===== config.mk =====
export PLATFORM = sky130hd
export DESIGN_NAME = tone_synth_flat
export DESIGN_NICKNAME = d
export VERILOG_FILES = /design/src/rtl/music_pkg.sv /design/src/rtl/tone_synth_if.sv /design/src/rtl/note_period_rom.sv /design/src/rtl/tone_synth.sv /design/src/flat_wrapper.sv
export SDC_FILE = /design/constraint.sdc
export NUM_CORES = 1
export LEC_CHECK = 0
export ABC_CLOCK_PERIOD_IN_PS = 4100
export BUFFER_PORTS_ARGS = -buffer_cell sky130_fd_sc_hd__buf_2
export CORE_ASPECT_RATIO = 0.75
export CORE_UTILIZATION = 56
export DETAILED_ROUTE_END_ITERATION = 8
export PLACE_DENSITY = 0.77
export SYNTH_ARGS = -nofsm -noshare
export SYNTH_HDL_FRONTEND = slang
export SYNTH_SLANG_ARGS = --single-unit

===== constraint.sdc =====
create_clock -name clk -period 4.1 [get_ports clk]
set_clock_uncertainty 0.1 [all_clocks]
set_input_delay 0.41 -clock clk [delete_from_list [all_inputs] [get_ports clk]]
set_output_delay 0.41 -clock clk [all_outputs]
set_load 0.01 [all_outputs]

===== src/rtl/music_pkg.sv =====
// Shared note-interface definitions for the music engine: code widths, rest code,
// FSM states and the elaboration-time half-period calculation.
package music_pkg;

    localparam int unsigned NOTE_W = 5;
    localparam int unsigned NUM_NOTES = 25;
    localparam logic [NOTE_W-1:0] REST_CODE = 5'd25;

    typedef enum logic {
        IDLE,
        PLAY
    } state_e;

    // 2^(semi/12) for one octave, in Q16 fixed point.
    function automatic longint unsigned semitone_ratio_q16(input int unsigned semi);
        case (semi)
            0:       return 64'd65536;
            1:       return 64'd69433;
            2:       return 64'd73562;
            3:       return 64'd77935;
            4:       return 64'd82570;
            5:       return 64'd87480;
            6:       return 64'd92682;
            7:       return 64'd98193;
            8:       return 64'd104032;
            9:       return 64'd110218;
            10:      return 64'd116772;
            11:      return 64'd123715;
            default: return 64'd65536;
        endcase
    endfunction

    // round(clk_hz / (440 * 2^(note/12))), clamped to 2; rest codes give 0.
    function automatic int unsigned half_period(input int unsigned note, input int unsigned clk_hz);
        longint unsigned num;
        longint unsigned den;
        longint unsigned q;
        if (note >= NUM_NOTES) begin
            return 0;
        end
        num = 64'(clk_hz) << 16;
        den = (64'(440) * semitone_ratio_q16(note % 12)) << (note / 12);
        q = ((num << 1) + den) / (den << 1);
        if (q < 64'd2) begin
            q = 64'd2;
        end
        return 32'(q);
    endfunction

endpackage


===== src/rtl/tone_synth_if.sv =====
// Note interface between the song sequencer (master) and the tone generator (slave).
interface tone_synth_if;
    import music_pkg::*;

    logic [NOTE_W-1:0] note_in;
    logic              mute;
    logic              tone_out;
    logic              playing;
    logic [NOTE_W-1:0] cur_note;

    modport master (
        output note_in,
        output mute,
        input  tone_out,
        input  playing,
        input  cur_note
    );

    modport slave (
        input  note_in,
        input  mute,
        output tone_out,
        output playing,
        output cur_note
    );

endinterface


===== src/rtl/note_period_rom.sv =====
// Constant lookup from note code to half-period in clock cycles; rest codes read 0.
module note_period_rom
    import music_pkg::*;
#(
    parameter int unsigned CLK_HZ = 50_000_000,
    parameter int unsigned CNT_W  = 17
) (
    input  logic [NOTE_W-1:0] code,
    output logic [CNT_W-1:0]  half
);

    logic [CNT_W-1:0] period_tbl [2**NOTE_W];

    for (genvar g = 0; g < 2**NOTE_W; g++) begin : g_entry
        localparam int unsigned HP = half_period(g, CLK_HZ);
        assign period_tbl[g] = CNT_W'(HP);
    end

    assign half = period_tbl[code];

endmodule


===== src/rtl/tone_synth.sv =====
// Square-wave tone generator: 50 % duty, pitch and mute applied only at full-period
// boundaries so the speaker output never produces runt pulses.
module tone_synth
    import music_pkg::*;
#(
    parameter int unsigned CLK_HZ = 50_000_000,
    parameter int unsigned CNT_W  = 17
) (
    input  logic          clk,
    input  logic          rst_n,
    tone_synth_if.slave   bus
);

    state_e            state_q, state_d;
    logic [CNT_W-1:0]  cnt_q, cnt_d;
    logic              tone_q, tone_d;
    logic [NOTE_W-1:0] cur_note_q, cur_note_d;

    logic              note_valid;
    logic [NOTE_W-1:0] rom_addr;
    logic [CNT_W-1:0]  rom_half;

    assign note_valid = (bus.note_in < NOTE_W'(NUM_NOTES)) && !bus.mute;

    // The mid-period reload keeps the sounding pitch; every other load takes the new code.
    assign rom_addr = (state_q == PLAY && tone_q) ? cur_note_q : bus.note_in;

    note_period_rom #(
        .CLK_HZ (CLK_HZ),
        .CNT_W  (CNT_W)
    ) u_rom (
        .code (rom_addr),
        .half (rom_half)
    );

    always_comb begin
        state_d    = state_q;
        cnt_d      = cnt_q;
        tone_d     = tone_q;
        cur_note_d = cur_note_q;
        case (state_q)
            IDLE: begin
                tone_d     = 1'b0;
                cnt_d      = '0;
                cur_note_d = REST_CODE;
                if (note_valid) begin
                    state_d    = PLAY;
                    tone_d     = 1'b1;
                    cur_note_d = bus.note_in;
                    cnt_d      = rom_half - CNT_W'(1);
                end
            end
            PLAY: begin
                if (cnt_q != '0) begin
                    cnt_d = cnt_q - CNT_W'(1);
                end else if (tone_q) begin
                    tone_d = 1'b0;
                    cnt_d  = rom_half - CNT_W'(1);
                end else if (note_valid) begin
                    tone_d     = 1'b1;
                    cur_note_d = bus.note_in;
                    cnt_d      = rom_half - CNT_W'(1);
                end else begin
                    state_d    = IDLE;
                    tone_d     = 1'b0;
                    cur_note_d = REST_CODE;
                end
            end
        endcase
    end

    always_ff @(posedge clk or negedge rst_n) begin
        if (!rst_n) begin
            state_q    <= IDLE;
            cnt_q      <= '0;
            tone_q     <= 1'b0;
            cur_note_q <= REST_CODE;
        end else begin
            state_q    <= state_d;
            cnt_q      <= cnt_d;
            tone_q     <= tone_d;
            cur_note_q <= cur_note_d;
        end
    end

    assign bus.tone_out = tone_q;
    assign bus.playing  = (state_q == PLAY);
    assign bus.cur_note = cur_note_q;

endmodule


===== src/flat_wrapper.sv =====
// flat-port wrapper written by rule: the top's interface ports become plain ports
module tone_synth_flat import music_pkg::*;
#(
    parameter int unsigned CLK_HZ = 50_000_000,
    parameter int unsigned CNT_W  = 17
)
  (clk, rst_n, bus_note_in, bus_mute, bus_tone_out, bus_playing, bus_cur_note);
  tone_synth_if bus_i ();
  input  logic clk;
  input  logic rst_n;
  input wire logic [$bits(bus_i.note_in)-1:0] bus_note_in;
  input wire logic [$bits(bus_i.mute)-1:0] bus_mute;
  output wire logic [$bits(bus_i.tone_out)-1:0] bus_tone_out;
  output wire logic [$bits(bus_i.playing)-1:0] bus_playing;
  output wire logic [$bits(bus_i.cur_note)-1:0] bus_cur_note;
  assign bus_i.note_in = bus_note_in;
  assign bus_i.mute = bus_mute;
  assign bus_tone_out = bus_i.tone_out;
  assign bus_playing = bus_i.playing;
  assign bus_cur_note = bus_i.cur_note;
  tone_synth #(.CLK_HZ(CLK_HZ), .CNT_W(CNT_W)) u_core (.clk(clk), .rst_n(rst_n), .bus(bus_i));
endmodule

==> summary.txt <==
Floorplan
  • Chip width: 80.15 um
  • Std cell rows: 20
  • Starting Density: 0.6065
  • Die ar.: 4858 um2
  • Die Ht: 60.61 um
  • I/O pin count: 15
  • Core area: 4229 um2

Synth
  • Count leader, synth: nor2_1
  • Area contributors post-synth: dfrtp_1, ha_1, nor2_1
  • Synthesized area per cell: 7.773 um2
  • Seq/Total Area, Yosys: 0.2356
  • Async S/R FF share, synth: 1.000
  • Top_reg_cell synth: dfrtp_1
  • Net count after synthesis: 351
  • Dominant cell type by area after synthesis: dfrtp_1
  • Top cells by count, synth: nor2_1, nand2_1, dfrtp_1, o21ai_0, a21oi_1
  • Synthesized instance count: 330
  • Synth top area share: 0.2049
  • Yosys cell types: 68
  • Post-synth EDFFs: 0
  • Mapped cell area: 2565 um2
  • Ys Warns: 0
  • Seq cells post-synth: 24

Critical path
  • Crit Path Class: flip-flop to flip-flop
  • CP max FO: 11
  • Crit. End Element: flip-flop
  • Critical path data required time: 4.16 ns
  • Startpoint Class: flip-flop
  • Worst EP arrival: 3.90 ns

Flow run
  • Max-cap violations: 0

Pwr
  • Pwr dens: 693.0 nW/um2
  • Logic pwr share: 0.667
  • Leak: 1.145 nW
  • Power share of the clock group: 0.088
  • Net switching power figure: 0.9842 mW
  • Net Sw Frac: 0.5115
  • Pint: 0.9399 mW
  • Flop pwr share: 0.245
  • Maximum VDD drop: 0.3849 mV

Global route
  • Largest net degree at the start of global routing: 25
  • Initial antenna violation count: 0
  • Global route overflow: 0
  • Vias in the first global route: 2318
  • Total GRT Usage: 0.3306
  • First-pass GRT wire length: 12010 um

Route
  • Antenna-violating nets left: 0
  • Vias: 2768
  • Remaining DRCs: 0
  • Routed len/inst: 19.44 um
  • DR pass1 iterations: 6
  • Routed WL: 7658 um
  • Vias per cell: 7.025
  • Starting DRC count in detailed routing: 454

STA
  • Final Hold Vio Count: 0
  • Crit share post-route: 0.9356
  • Relative slew slack: 0.5490
  • Maximum clock rate: 260.7 MHz
  • Crit path time final: 3.836 ns
  • Setup ws final: 0.2641 ns
  • Slew @ Worst Pin: 0.6715 ns
  • Final setup fails: 0
  • Final Slew Violations: 0

Place
  • Pre-CTS WS: 0.2104 ns
  • # port buffers: 14
  • Hpwl dp: 5682 um
  • GPL Wtd Cong: 1.045

Clock tree
  • Bufs on Longest Clock Path: 2
  • Reg clk slew, reported paths: 0.09 ns
  • H-tree Lvls: 1
  • CTS buffer count: 3
  • Clk_lat worst skew: 0.28 ns
  • CTS Sinks: 24
  • Setup bufs post-CTS: 0
  • Clock root cell: clkbuf_8
  • CTS tree: done

Finish
  • Layout Utilization: 0.6565
  • Fill cells: 378
  • Share of cells above drive strength 1: 0.1504
  • Final #Nets: 361
  • Area grow syn2layout: 8.244%
  • # diodes: 0

Run status
  • Run status: finished, final reports clean

Hold path
  • Hold Path Class: primary input to asynchronous set/reset pin
layout by cell type (no fill, tap or decap), types with 4 or more instances in the layout:
cell	n
nand2_1	28
o21a_1	5
nor4_1	7
ha_1	13
clkbuf_8	4
a31oi_1	4
xor2_1	7
or3_1	4
a21oi_1	19
nor3_1	11
nor2_1	29
a22oi_1	4
o311ai_0	4
dfrtp_1	20
inv_1	15
a211oi_1	4
nand4_1	4
o22a_1	4
buf_2	14
o21ai_0	20
nor2b_1	7
o22ai_1	4
nand3_1	12
buf_4	10
xnor2_1	11
flip-flops by register name, indices dropped and copies added (netlist names):
signal,cells
u_core.cnt_q,17
u_core.bus.tone_out,1
u_core.bus.playing,1
u_core.bus.cur_note,5
final cells by class:
class	count	area [um2]	share of cell area
tap	55	68.82	0.02479
clock buffer	4	55.05	0.01983
timing repair buffer	24	145.1	0.05228
inverter	16	60.06	0.02163
sequential	24	605.6	0.2181
multi-input combinational	271	1842	0.6634
cell families (layout without fill, tap and decap cells):
group,count (synthesis),in the layout,share of synthesized area
and+or+nand+nor,130,130,0.2741
AOI/OAI and AO/OA,106,106,0.2922
buffers and inverters,35,44,0.05463
DFF,24,24,0.2356
xor gates and xnor gates,18,18,0.06146
adders and majority gates,13,13,0.06342
muxes,4,4,0.01853
power groups by stage:
stage	sequential (mW)	combinational, mW	clock, mW
global placement	0.466	1.21	0
floorplan	0.435	0.924	0
global route	0.484	1.38	0.176
detailed placement	0.470	1.20	0
finish	0.471	1.28	0.169
CTS	0.466	1.21	0.171
through the flow:
| step | cells | TNS [ns] | power (mW) | hold WS, ns | instance area [um2] |
|---|---|---|---|---|---|
| global route | 394 | -0.04794 | 2.037 | 0.04987 | 2776 |
| finish | 394 | 0 | 1.924 | 0.004991 | 2776 |
| detailed placement | 390 | 0 | 1.674 | 0.3278 | 2699 |
| floorplan | 330 | 0 | 1.358 | 0.01441 | 2565 |
| CTS | 394 | 0 | 1.852 | 0.02114 | 2754 |
| global placement | 390 | 0 | 1.677 | 0.3288 | 2699 |
worst paths after layout:
| check | start | end | slack (ns) | depth (start not counted) |
|---|---|---|---|---|
| worst min-delay path | rst_n | u_core.bus.cur_note[1]$_DFFE_PN0P_ | 0.005 | 1 |
| worst min register to register | u_core.cnt_q[1]$_DFFE_PN0P_ | u_core.cnt_q[1]$_DFFE_PN0P_ | 0.41 | 2 |
| worst max register to register | u_core.bus.playing$_DFF_PN0_ | u_core.cnt_q[10]$_DFFE_PN0P_ | 0.26 | 15 |
| max in group asynchronous | rst_n | u_core.bus.playing$_DFF_PN0_ | 3.50 | 1 |
| worst max-delay path | u_core.bus.playing$_DFF_PN0_ | u_core.cnt_q[10]$_DFFE_PN0P_ | 0.26 | 15 |
| min in group clk | bus_mute | u_core.bus.cur_note[4]$_DFFE_PN1P_ | 0.30 | 3 |
repair_timing:
action | CTS | global route
hold buffers | 0 | 0
setup endpoints to repair | 0 | 4
resized for setup | 0 | 4
layer usage:
metal,track usage,vias to the layer above,wire length [um]
li1,-,1259,-
met1,0.5060,1279,3399
met2,0.4774,208,3118
met3,0.05714,22,1037
met4,0.08673,0,103
met5,0,-,0
critical path, stage by stage, from the launching register on:
cell and delay [ns]:
dfrtp_2 0.48, nand2_2 0.19, mux2i_1 0.27, inv_1 0.16, ha_1 0.41, o21ai_0 0.18, o211ai_1 0.13, a21oi_1 0.09
a21o_1 0.21, inv_1 0.06, ha_1 0.17, nor3b_1 0.24, nand4_1 0.32, nor4_2 0.41, nor4_2 0.06, a211o_1 0.23
Note: power is estimated with default switching activity, not from simulation.
